**src/rtl/pmp_check_arbiter.sv**
```systemverilog
// -----------------------------------------------------------------------------
// pmp_check_arbiter
//   Shares one PMP checker between two requesters (port 0 = ITLB miss path,
//   port 1 = DTLB miss path). Round-robin arbitration with a single check in
//   flight; the checker result is routed back to the port that was granted.
//
// Optional feature macro: PMP_ARB_TIMEOUT_EN
//   Defined     : WAIT is bounded by TIMEOUT_CYC cycles. On expiry a fault is
//                 returned and the sticky timeout_err flag is set.
//   Not defined : WAIT has no limit and timeout_err is tied low.
//
// Ports
//   clk, rstn                       clock, asynchronous active-low reset
//   req{0,1}_valid/ready/addr/type  request channels (type 00=R 01=W 10=X)
//   rsp{0,1}_valid/ready/fault      result channels
//   chk_req_valid/ready             request handshake to the PMP checker
//   chk_addr, chk_type              registered address/type to the checker
//   chk_resp_valid/fault            one-cycle checker result pulse
//   timeout_err                     sticky timeout flag
// -----------------------------------------------------------------------------
module pmp_check_arbiter #(
  parameter int PADDR_W     = 34,
  parameter int TIMEOUT_CYC = 64
) (
  input  logic               clk,
  input  logic               rstn,
  input  logic               req0_valid,
  output logic               req0_ready,
  input  logic [PADDR_W-1:0] req0_addr,
  input  logic [1:0]         req0_type,
  input  logic               req1_valid,
  output logic               req1_ready,
  input  logic [PADDR_W-1:0] req1_addr,
  input  logic [1:0]         req1_type,
  output logic               rsp0_valid,
  input  logic               rsp0_ready,
  output logic               rsp0_fault,
  output logic               rsp1_valid,
  input  logic               rsp1_ready,
  output logic               rsp1_fault,
  output logic               chk_req_valid,
  input  logic               chk_req_ready,
  output logic [PADDR_W-1:0] chk_addr,
  output logic [1:0]         chk_type,
  input  logic               chk_resp_valid,
  input  logic               chk_resp_fault,
  output logic               timeout_err
);

  typedef enum logic [1:0] {
    IDLE  = 2'd0,
    ISSUE = 2'd1,
    WAIT  = 2'd2,
    RESP  = 2'd3
  } state_t;

  state_t state_r;
  state_t state_next_s;
  logic   rr_ptr_r;
  logic   owner_r;
  logic   fault_r;
  logic   grant0_s;
  logic   grant1_s;
  logic   accept_s;
  logic   timeout_hit_s;

  // Round-robin grant: a lone requester always wins, a tie goes to rr_ptr
  always_comb begin
    grant0_s = 1'b0;
    grant1_s = 1'b0;
    if (req0_valid && req1_valid) begin
      grant0_s = ~rr_ptr_r;
      grant1_s = rr_ptr_r;
    end else begin
      grant0_s = req0_valid;
      grant1_s = req1_valid;
    end
  end

  // Ready is also masked by rstn so nothing looks accepted while reset is held
  assign req0_ready = rstn & (state_r == IDLE) & grant0_s;
  assign req1_ready = rstn & (state_r == IDLE) & grant1_s;
  assign accept_s   = (req0_valid & req0_ready) | (req1_valid & req1_ready);

  assign chk_req_valid = (state_r == ISSUE);
  assign rsp0_valid    = (state_r == RESP) & ~owner_r;
  assign rsp1_valid    = (state_r == RESP) &  owner_r;
  assign rsp0_fault    = rsp0_valid & fault_r;
  assign rsp1_fault    = rsp1_valid & fault_r;

  // Next-state logic for the IDLE -> ISSUE -> WAIT -> RESP cycle
  always_comb begin
    state_next_s = state_r;
    case (state_r)
      IDLE: begin
        if (accept_s) state_next_s = ISSUE;
        else          state_next_s = IDLE;
      end
      ISSUE: begin
        if (chk_req_ready) state_next_s = WAIT;
        else               state_next_s = ISSUE;
      end
      WAIT: begin
        if (chk_resp_valid || timeout_hit_s) state_next_s = RESP;
        else                                 state_next_s = WAIT;
      end
      RESP: begin
        if ((owner_r && rsp1_ready) || (!owner_r && rsp0_ready)) state_next_s = IDLE;
        else                                                      state_next_s = RESP;
      end
      default: state_next_s = IDLE;
    endcase
  end

  // State, captured request, owner, round-robin pointer and latched fault
  always_ff @(posedge clk or negedge rstn) begin
    if (!rstn) begin
      state_r  <= IDLE;
      rr_ptr_r <= 1'b0;
      owner_r  <= 1'b0;
      fault_r  <= 1'b0;
      chk_addr <= {PADDR_W{1'b0}};
      chk_type <= 2'b00;
    end else begin
      state_r <= state_next_s;
      if (accept_s) begin
        if (grant1_s) begin
          chk_addr <= req1_addr;
          chk_type <= req1_type;
          owner_r  <= 1'b1;
          rr_ptr_r <= 1'b0;
        end else begin
          chk_addr <= req0_addr;
          chk_type <= req0_type;
          owner_r  <= 1'b0;
          rr_ptr_r <= 1'b1;
        end
      end
      // A real response in the expiry cycle wins over the timeout
      if (state_r == WAIT) begin
        if (chk_resp_valid)     fault_r <= chk_resp_fault;
        else if (timeout_hit_s) fault_r <= 1'b1;
      end
    end
  end

`ifdef PMP_ARB_TIMEOUT_EN
  logic [7:0] wait_cnt_r;

  assign timeout_hit_s = (state_r == WAIT) & ~chk_resp_valid &
                         (wait_cnt_r == 8'(TIMEOUT_CYC - 1));

  // WAIT cycle counter; sits at zero outside WAIT so it is clear on entry
  always_ff @(posedge clk or negedge rstn) begin
    if (!rstn) begin
      wait_cnt_r <= 8'd0;
    end else if (state_r == WAIT) begin
      wait_cnt_r <= wait_cnt_r + 8'd1;
    end else begin
      wait_cnt_r <= 8'd0;
    end
  end

  // Sticky timeout flag, cleared only by reset
  always_ff @(posedge clk or negedge rstn) begin
    if (!rstn) begin
      timeout_err <= 1'b0;
    end else if (timeout_hit_s) begin
      timeout_err <= 1'b1;
    end
  end
`else
  logic unused_timeout_cyc_s;

  assign timeout_hit_s        = 1'b0;
  assign timeout_err          = 1'b0;
  assign unused_timeout_cyc_s = ^TIMEOUT_CYC;
`endif

endmodule

```
**config.mk**
```make
export PLATFORM = sky130hd
export DESIGN_NAME = pmp_check_arbiter
export DESIGN_NICKNAME = d
export VERILOG_FILES = /design/src/rtl/pmp_check_arbiter.sv
export SDC_FILE = /design/constraint.sdc
export NUM_CORES = 1
export LEC_CHECK = 0
export BUFFER_PORTS_ARGS = -buffer_cell sky130_fd_sc_hd__buf_2
export CAP_MARGIN = 20
export CORE_ASPECT_RATIO = 1.75
export CORE_UTILIZATION = 25
export DETAILED_ROUTE_END_ITERATION = 10
export PLACE_DENSITY = 0.57
export SYNTH_ARGS = -nofsm -noshare
export SYNTH_HDL_FRONTEND = slang
export SYNTH_SLANG_ARGS = --single-unit
```
**constraint.sdc**
```tcl
create_clock -name clk -period 4.4 [get_ports clk]
set_clock_uncertainty 0.2 [all_clocks]
set_input_delay 0.66 -clock clk [delete_from_list [all_inputs] [get_ports clk]]
set_output_delay 0.66 -clock clk [all_outputs]
set_load 0.02 [all_outputs]
```
Word level (Yosys, flattened, before mapping)
Cells that the tools add are included.
{"block": "op_classes", "n_eq_ne": 3, "bitwise": 12, "reduce_logical": 7, "mux": 11}
{"cell": "34-bit two-way mux", "n": 1}
{"cell": "1-bit AND", "n": 9}
{"cell": "2-bit one-hot mux with 4 select lines", "n": 1}
{"cell": "1-bit two-way mux", "n": 6}
{"cell": "2-bit two-way mux", "n": 3}
{"cell": "2-bit == test (second input constant)", "n": 2}
{"cell": "1-bit logical AND", "n": 3}
{"cell": "2-bit by 1-bit == test with 1-bit output (second input constant)", "n": 1}
{"cell": "2-bit zero test", "n": 1}
{"cell": "1-bit NOT", "n": 2}
{"cell": "2-bit AND reduction", "n": 1}
{"cell": "1-bit zero test", "n": 1}
{"cell": "1-bit logical OR", "n": 1}
{"cell": "1-bit OR", "n": 1}
{"block": "word_totals", "reg_bits": 41, "word_cells": 39, "output_inout_bits": 44}

Depth between registers and ports, before layout
Gate-level depths: netlist of the first run.
{"block": "depth", "word_depth": 7, "ltp_mapped": 6, "ltp_nobuf": 3}

Least setup slack after synthesis of the first run
No wires, ideal clock.
{"block": "synth_timing", "kind": "input -> output", "start": "input port req0_valid", "end": "output port req1_ready", "t_required_ns": 3.540, "setup_slack_ns": 1.960, "cell_stages": 4, "path_buffers": 2, "t_arrival_ns": 1.580, "path_cell_list": "nor2b_1 -> buf_2 -> clkbuf_1 -> nor3_1"}
{"block": "synth_via", "elab_chain_cells": 3}
{"item": "start, declared", "line_no": "27", "text": "input logic req0_valid,"}
{"item": "1-bit logical AND", "line_no": "71", "text": "if (req0_valid && req1_valid) begin"}
{"item": "1-bit two-way mux", "line_no": "71"}
{"item": "1-bit AND", "line_no": "82", "text": "assign req1_ready = rstn & (state_r == IDLE) & grant1_s;"}
{"item": "end, declared", "line_no": "32", "text": "output logic req1_ready,"}
Every way passes these cells.

Worst setup path after layout of the first run
{"block": "layout_timing", "start": "input port req0_valid", "end": "output port req0_ready"}
{"block": "layout_via", "elab_chain_cells": 3}
{"item": "1-bit logical AND", "line_no": "71"}
{"item": "1-bit two-way mux (*)", "line_no": "71"}
{"item": "1-bit AND (*)", "line_no": "81", "text": "assign req0_ready = rstn & (state_r == IDLE) & grant0_s;"}
{"item": "end, declared", "line_no": "28", "text": "output logic req0_ready,"}
Mark *: on every way between the ends. The rest lies on a longest branch, timed or not.

==> key figures, run 1 <==
Clock network
  • Post_cts resized: 0
  • TritonCTS Buffers: 5
  • CTS tree: built
  • Setup repair bufs after CTS: 0
  • Root buffer cell: clkbuf_16
  • Hold Buf Count CTS: 0
  • Clock Latency Late Sink: 0.28 ns
  • H-Tree Depth: 2
  • Clock buffer depth: 2
  • Clk sink count: 41
  • Clock slew at reported path FFs: about 0.06 ns

Route
  • Via-to-Cell Ratio: 4.796
  • DRT Pass-1 Iters: 4
  • Vias after detailed routing: about 1900
  • # DRC: 0
  • Final WL: 5951 um
  • ANT nets after route: 0
  • Wire per inst: approximately 15 um
  • DR iter-0 viols: 57

Floorplan
  • Io pins: ~130
  • Initial Util: 0.2599
  • Core area: just over 8000 um2
  • Die X: around 72 um
  • Num rows: between 40 and 50
  • Chip height: between 100 and 150 um
  • Die area: between 9000 and 10000 um2

Placed design
  • DP Area: roughly 2800 um2
  • GPL Wtd Cong: a little under 0.7
  • Port Buffer Count: 123
  • DP HPWL: around 4200 um

STA
  • Fmax achieved: approximately 390 MHz
  • Slew Viols, Final: 0
  • RSZ-0062 raised after global routing: false
  • Total Neg Setup Slack: 0 ns
  • Final hold viol count: 0
  • Final setup vio count: 0
  • Tmin final: about 2.6 ns
  • Period utilization: 0.5862
  • Slew headroom: 0.4968
  • Least-Margin Pin Slew: between 0.7 and 0.8 ns

Setup path
  • CP Launch Type: primary input
  • Cell breakdown of the critical path: buf_2, a21bo_2, nor2_1, buf_2
  • Most frequent CP cell: buf_2
  • Slowest-stage cell, CP: a21bo_2
  • Critical Path End Type: output pin
  • Worst EP required: between 3 and 4 ns
  • Max incr delay on CP: ~0.69 ns
  • Crit path max fanout: 38
  • Critical path class: primary input to output pin
  • Critical path arrival: around 1.7 ns

GRT
  • First-pass GRT wire length: 9749 um
  • Initial antenna violation count: 0
  • Overall routing resource usage: 0.1403
  • Largest net degree at the start of global routing: 40
  • Vias in the first global route: between 2000 and 2500
  • Total grt overflow: 0

Final layout
  • Most frequent cells in the layout: buf_2, dfrtp_1, o32ai_1, a2bb2oi_2
  • Ant diodes: 0
  • Layout cells sized above 1: 0.6115
  • Design area: approximately 3000 um2
  • Area grow syn2layout: 38.97%
  • # nets final: between 300 and 400
  • Most common cell after layout, fill and taps aside: buf_2

Pwr
  • Tot Pwr: roughly 2.1 mW
  • Pwr per Cell Area: approximately 710 nW/um2
  • Leak pwr: 1.304 nW
  • Max VDD drop: roughly 0.27 mV

Synthesis
  • Synth async-reset ratio: 1.000
  • FF+latch count, synth: 41
  • Total nets after synthesis: between 200 and 250
  • Count of unique library cells instantiated by Yosys: 27
  • Synthesized area: between 2000 and 2500 um2
  • YS warnings: 0
  • Register area share after synthesis: 0.4748
  • Ys flop type: dfrtp_1
  • Syn avg cell area: 13.02 um2
  • Number of synthesized flops with an enable pin: 0
  • Gate Count Post-Synth: around 170

Worst hold path
  • Worst hold path type: primary input to asynchronous set/reset pin

Flow run
  • Max cap viols: 0

Status
  • Outcome: completed
[per-layer routing]
layer / wire length (um) / track usage
met4: 135 / 0.06228
met2: 3351 / 0.2644
met5: 0 / 0
met1: 2277 / 0.1484
met3: 186 / 0.01934
[final timing paths]
| path | to | startpoint | slack (ns) | cells past startpoint |
|---|---|---|---|---|
| worst min register to register | fault_r$_DFFE_PN0P_ | fault_r$_DFFE_PN0P_ | 0.32 | 1 |
| min in group clk | fault_r$_DFFE_PN0P_ | fault_r$_DFFE_PN0P_ | 0.32 | 1 |
| max in group asynchronous | chk_addr[21]$_DFFE_PN0P_ | rstn | 3.19 | 2 |
| worst max register to register | chk_addr[7]$_DFFE_PN0P_ | state_r[1]$_DFF_PN0_ | 2.37 | 4 |
| worst min-delay path | state_r[1]$_DFF_PN0_ | rstn | 0.13 | 1 |
| worst max-delay path | req0_ready | req0_valid | 1.82 | 4 |
[power breakdown]
group / total, mW / switching (mW) / internal, mW / leakage (nW)
clock network: 0.407 / 0.143 / 0.263 / 0.0797
logic: 1.02 / 0.551 / 0.468 / 0.775
registers: 0.704 / 0.144 / 0.560 / 0.450
total: 2.13 / 0.839 / 1.29 / 1.30
[registers in the layout, indices dropped and copies added (netlist names)]
name	count
owner_r	1
fault_r	1
rr_ptr_r	1
state_r	2
chk_type	2
chk_addr	34
[synthesized netlist by cell type (2+ instances only)]
cell type  count  area share
dfrtp_1       41        0.47
nand2_1        4      0.0069
o21ai_0        2      0.0046
clkbuf_1       7       0.012
buf_2          9       0.021
buf_6          4       0.021
a2bb2oi_1      7       0.028
o32ai_1       36        0.15
a2bb2oi_2     30        0.21
buf_4          2      0.0069
nor2_1         7       0.012
inv_1          2      0.0035
[metrics by stage]
step / setup WS (ns) / std cells / utilization / hold slack (ns)
after floorplan: 1.960 / 166 / - / 0.1644
after global placement: 1.669 / 385 / 0.3387 / 0.3025
after detailed placement: 1.561 / 385 / 0.3387 / 0.3033
after CTS: 1.796 / 392 / 0.3579 / 0.1442
after global routing: 1.714 / 393 / 0.3612 / 0.1566
final: 1.821 / 393 / 0.3612 / 0.1316
[worst max-delay path: cells and delay by family]
| kind | cells | cell delay (ns) |
|---|---|---|
| simple gates | 1 | 0.07 |
| buf+inv | 2 | 0.30 |
| compound gates | 1 | 0.69 |
[area by class of cell]
| cell class | instances | area (um2) |
|---|---|---|
| Clock buffer | 5 | 125.1 |
| Clock inverter | 2 | 35.03 |
| Fill cell | 844 | 5310 |
| Inverter | 3 | 11.26 |
| Multi-Input combinational cell | 100 | 996.0 |
| Sequential cell | 41 | 1026 |
| Tap cell | 115 | 143.9 |
| Timing Repair Buffer | 127 | 665.6 |
[kinds of logic after synthesis]
group                  synth area share
other                          0.001735
AOI/OAI and AO/OA                0.4088
and+or+nand+nor                 0.03880
buffers and inverters           0.06601
muxes                          0.009843
DFF                              0.4748
(Power assumes the default switching activity.)
==> inputs of run 2 (changes only) <==
PLACE_DENSITY = 0.58   (was 0.57)
clock period = 2.2 ns   (was 4.4 ns; I/O delays follow)
==> key figures, run 2 (same netlist as run 1, synthesis figures left out) <==
Status
  • Outcome: completed

STA
  • Final hold viol count: 0 (unchanged)
  • Slew headroom: 0.5183 (+0.02150)
  • Total Neg Setup Slack: 0 ns (unchanged)
  • Slew Viols, Final: 0 (unchanged)
  • Final setup vio count: 0 (unchanged)
  • Tmin final: roughly 2.1 ns
  • Fmax achieved: roughly 470 MHz
  • RSZ-0062 raised after global routing: false
  • Least-Margin Pin Slew: 0.7193 ns (-0.03551 ns)
  • Period utilization: 0.9594
  • Worst setup margin: 0.08943 ns (-1.731 ns)

GRT
  • Vias in the first global route: 1955 (-2.4%)
  • Initial antenna violation count: 0 (unchanged)
  • First-pass GRT wire length: 9446 um (-3.1%)
  • Overall routing resource usage: 0.1371 (-0.003207)
  • Largest net degree at the start of global routing: 40 (unchanged)
  • Total grt overflow: 0 (unchanged)

Route
  • # DRC: 0 (unchanged)
  • Vias after detailed routing: 1911 (+1.4%)
  • DRT Pass-1 Iters: 4 (unchanged)
  • DR iter-0 viols: 36 (-37%)
  • Wire per inst: 15.00 um (-0.92%)
  • Via-to-Cell Ratio: 4.814 (+0.36%)
  • ANT nets after route: 0 (unchanged)
  • Final WL: 5956 um (about the same)

Final layout
  • Most common cell after layout, fill and taps aside: buf_2
  • Fin cells: 397 (+1.0%)
  • Layout cells sized above 1: 0.6099 (-0.001582)
  • Max FFs per register: 34 (unchanged)
  • Largest regs: chk_addr (34), chk_type (2), state_r (2)
  • Biggest register: chk_addr
  • # nets final: 363 (+1.1%)
  • Final Util: 0.3644 (+0.003161)
  • Most frequent cells in the layout: buf_2, dfrtp_1, o32ai_1, a2bb2oi_2
  • Ant diodes: 0 (unchanged)
  • Area grow syn2layout: 40.19%

Setup path
  • Critical path class: flip-flop to output pin
  • Critical path arrival: 1.58 ns (-0.14 ns)
  • Critical Path End Type: output pin
  • Critical Path End: req1_ready
  • FF-to-FF path depth: 4 (unchanged)
  • Worst flop-to-flop path endpoint: chk_addr[9]$_DFFE_PN0P_
  • Worst Setup SP: rr_ptr_r$_DFFE_PN0P_
  • Crit path max fanout: 18 (-53%)
  • Worst EP required: 1.67 ns (-1.87 ns)
  • Crit Reg-Reg Startpoint: rr_ptr_r$_DFFE_PN0P_
  • CP Launch Type: flip-flop
  • Reg2reg setup slack: 0.24 ns (-2.13 ns)

Clock network
  • Clock Latency Late Sink: 0.28 ns (about the same)
  • Root buffer cell: clkbuf_16
  • Clk sink count: 41 (unchanged)
  • Clock slew at reported path FFs: 0.06 ns (about the same)
  • TritonCTS Buffers: 5 (unchanged)
  • Clock buffer depth: 2 (unchanged)
  • H-Tree Depth: 2 (unchanged)
  • CTS tree: built

Flow run
  • Max cap viols: 0 (unchanged)

Pwr
  • Leak pwr: 1.315 nW (+0.82%)
  • Max VDD drop: 0.7382 mV (+170%)
  • Pwr per Cell Area: 1378 nW/um2 (+94%)
  • Tot Pwr: 4.174 mW (+96%)

Placed design
  • GPL Wtd Cong: 0.8215 (+18%)
  • DP HPWL: 4328 um (+1.9%)
  • DP Worst Slack: 0.1867 ns (-1.374 ns)
  • Port Buffer Count: 123 (unchanged)
  • Inst Count DP: 389 (+1.0%)

Floorplan
  • Io pins: 125 (unchanged)
  • Die X: 72.28 um (unchanged)
  • Chip height: 125.0 um (unchanged)
  • Die area: 9034 um2 (unchanged)
  • Initial Util: 0.2599 (unchanged)
  • Num rows: 44 (unchanged)
  • Core area: 8313 um2 (unchanged)

Worst hold path
  • Worst hold path type: primary input to flip-flop
==> run 2: changes by cell type in the layout (fill, tap and decap cells not counted) <==
cell / change
buf_2: -1
clkinv_2: -1
clkbuf_4: +1
buf_12: +2
buf_16: -1
buf_4: +1
buf_6: +1
bufinv_16: -1
clkbuf_1: +1
clkbuf_8: +1
dlygate4sd3_1: +1
==> run 2: area by class of cell <==
cell class	count	area (um2)
fillers	843	5284
flip-flops and latches	41	1026
multi-input cells	100	996.0
repair buffers	131	709.4
well taps	115	143.9
clock buffers	7	142.6
inverters	3	11.26
==> run 2: repair_timing <==
item	CTS	global route
hold buffers	1	0
hold endpoints to repair	41	0
endpoints found under the setup margin	0	5
buffers inserted	0	0
resized for setup	0	2
==> run 2: critical path: stages, from the launching register on <==
cell and delay [ns]:
dfrtp_1 0.42, nor2b_2 0.59, nor3_1 0.10, buf_2 0.19
==> run 2: how the worst min path moves through the flow <==
| stage | startpoint | to | slack, ns | depth (start not counted) |
|---|---|---|---|---|
| 2_1_floorplan | rstn | chk_addr[0]$_DFFE_PN0P_ | -0.17 | 0 |
| 3_3_place_gp | rstn | fault_r$_DFFE_PN0P_ | -0.02 | 1 |
| 3_5_place_dp | rstn | fault_r$_DFFE_PN0P_ | -0.02 | 1 |
| 4_1_cts | chk_resp_fault | fault_r$_DFFE_PN0P_ | 0.07 | 2 |
| 5_1_grt | chk_resp_fault | fault_r$_DFFE_PN0P_ | 0.08 | 2 |
| 6_report | chk_resp_fault | fault_r$_DFFE_PN0P_ | 0.08 | 2 |
==> run 2: stage by stage <==
stage	instance area, um2	hold WS, ns
after floorplan	2161	-0.1656
after CTS	3023	0.06723
after global routing	3029	0.07616
after detailed placement	2870	-0.02056
final	3029	0.07679
after global placement	2870	-0.01643
==> run 2: per-layer routing <==
metal | vias up | GRT usage | share of wire
li1 | 910 | - | -
met1 | 919 | 0.1513 | 0.39
met4 | 0 | 0.07266 | 0.031
met5 | - | 0 | 0
met3 | 12 | 0.02417 | 0.043
met2 | 70 | 0.2424 | 0.54
==> run 2: power breakdown <==
group / switching (mW) / internal (mW) / leakage (nW) / total [mW]
logic: 1.11 / 0.954 / 0.795 / 2.07
registers: 0.269 / 1.12 / 0.450 / 1.39
clock network: 0.274 / 0.445 / 0.0700 / 0.720
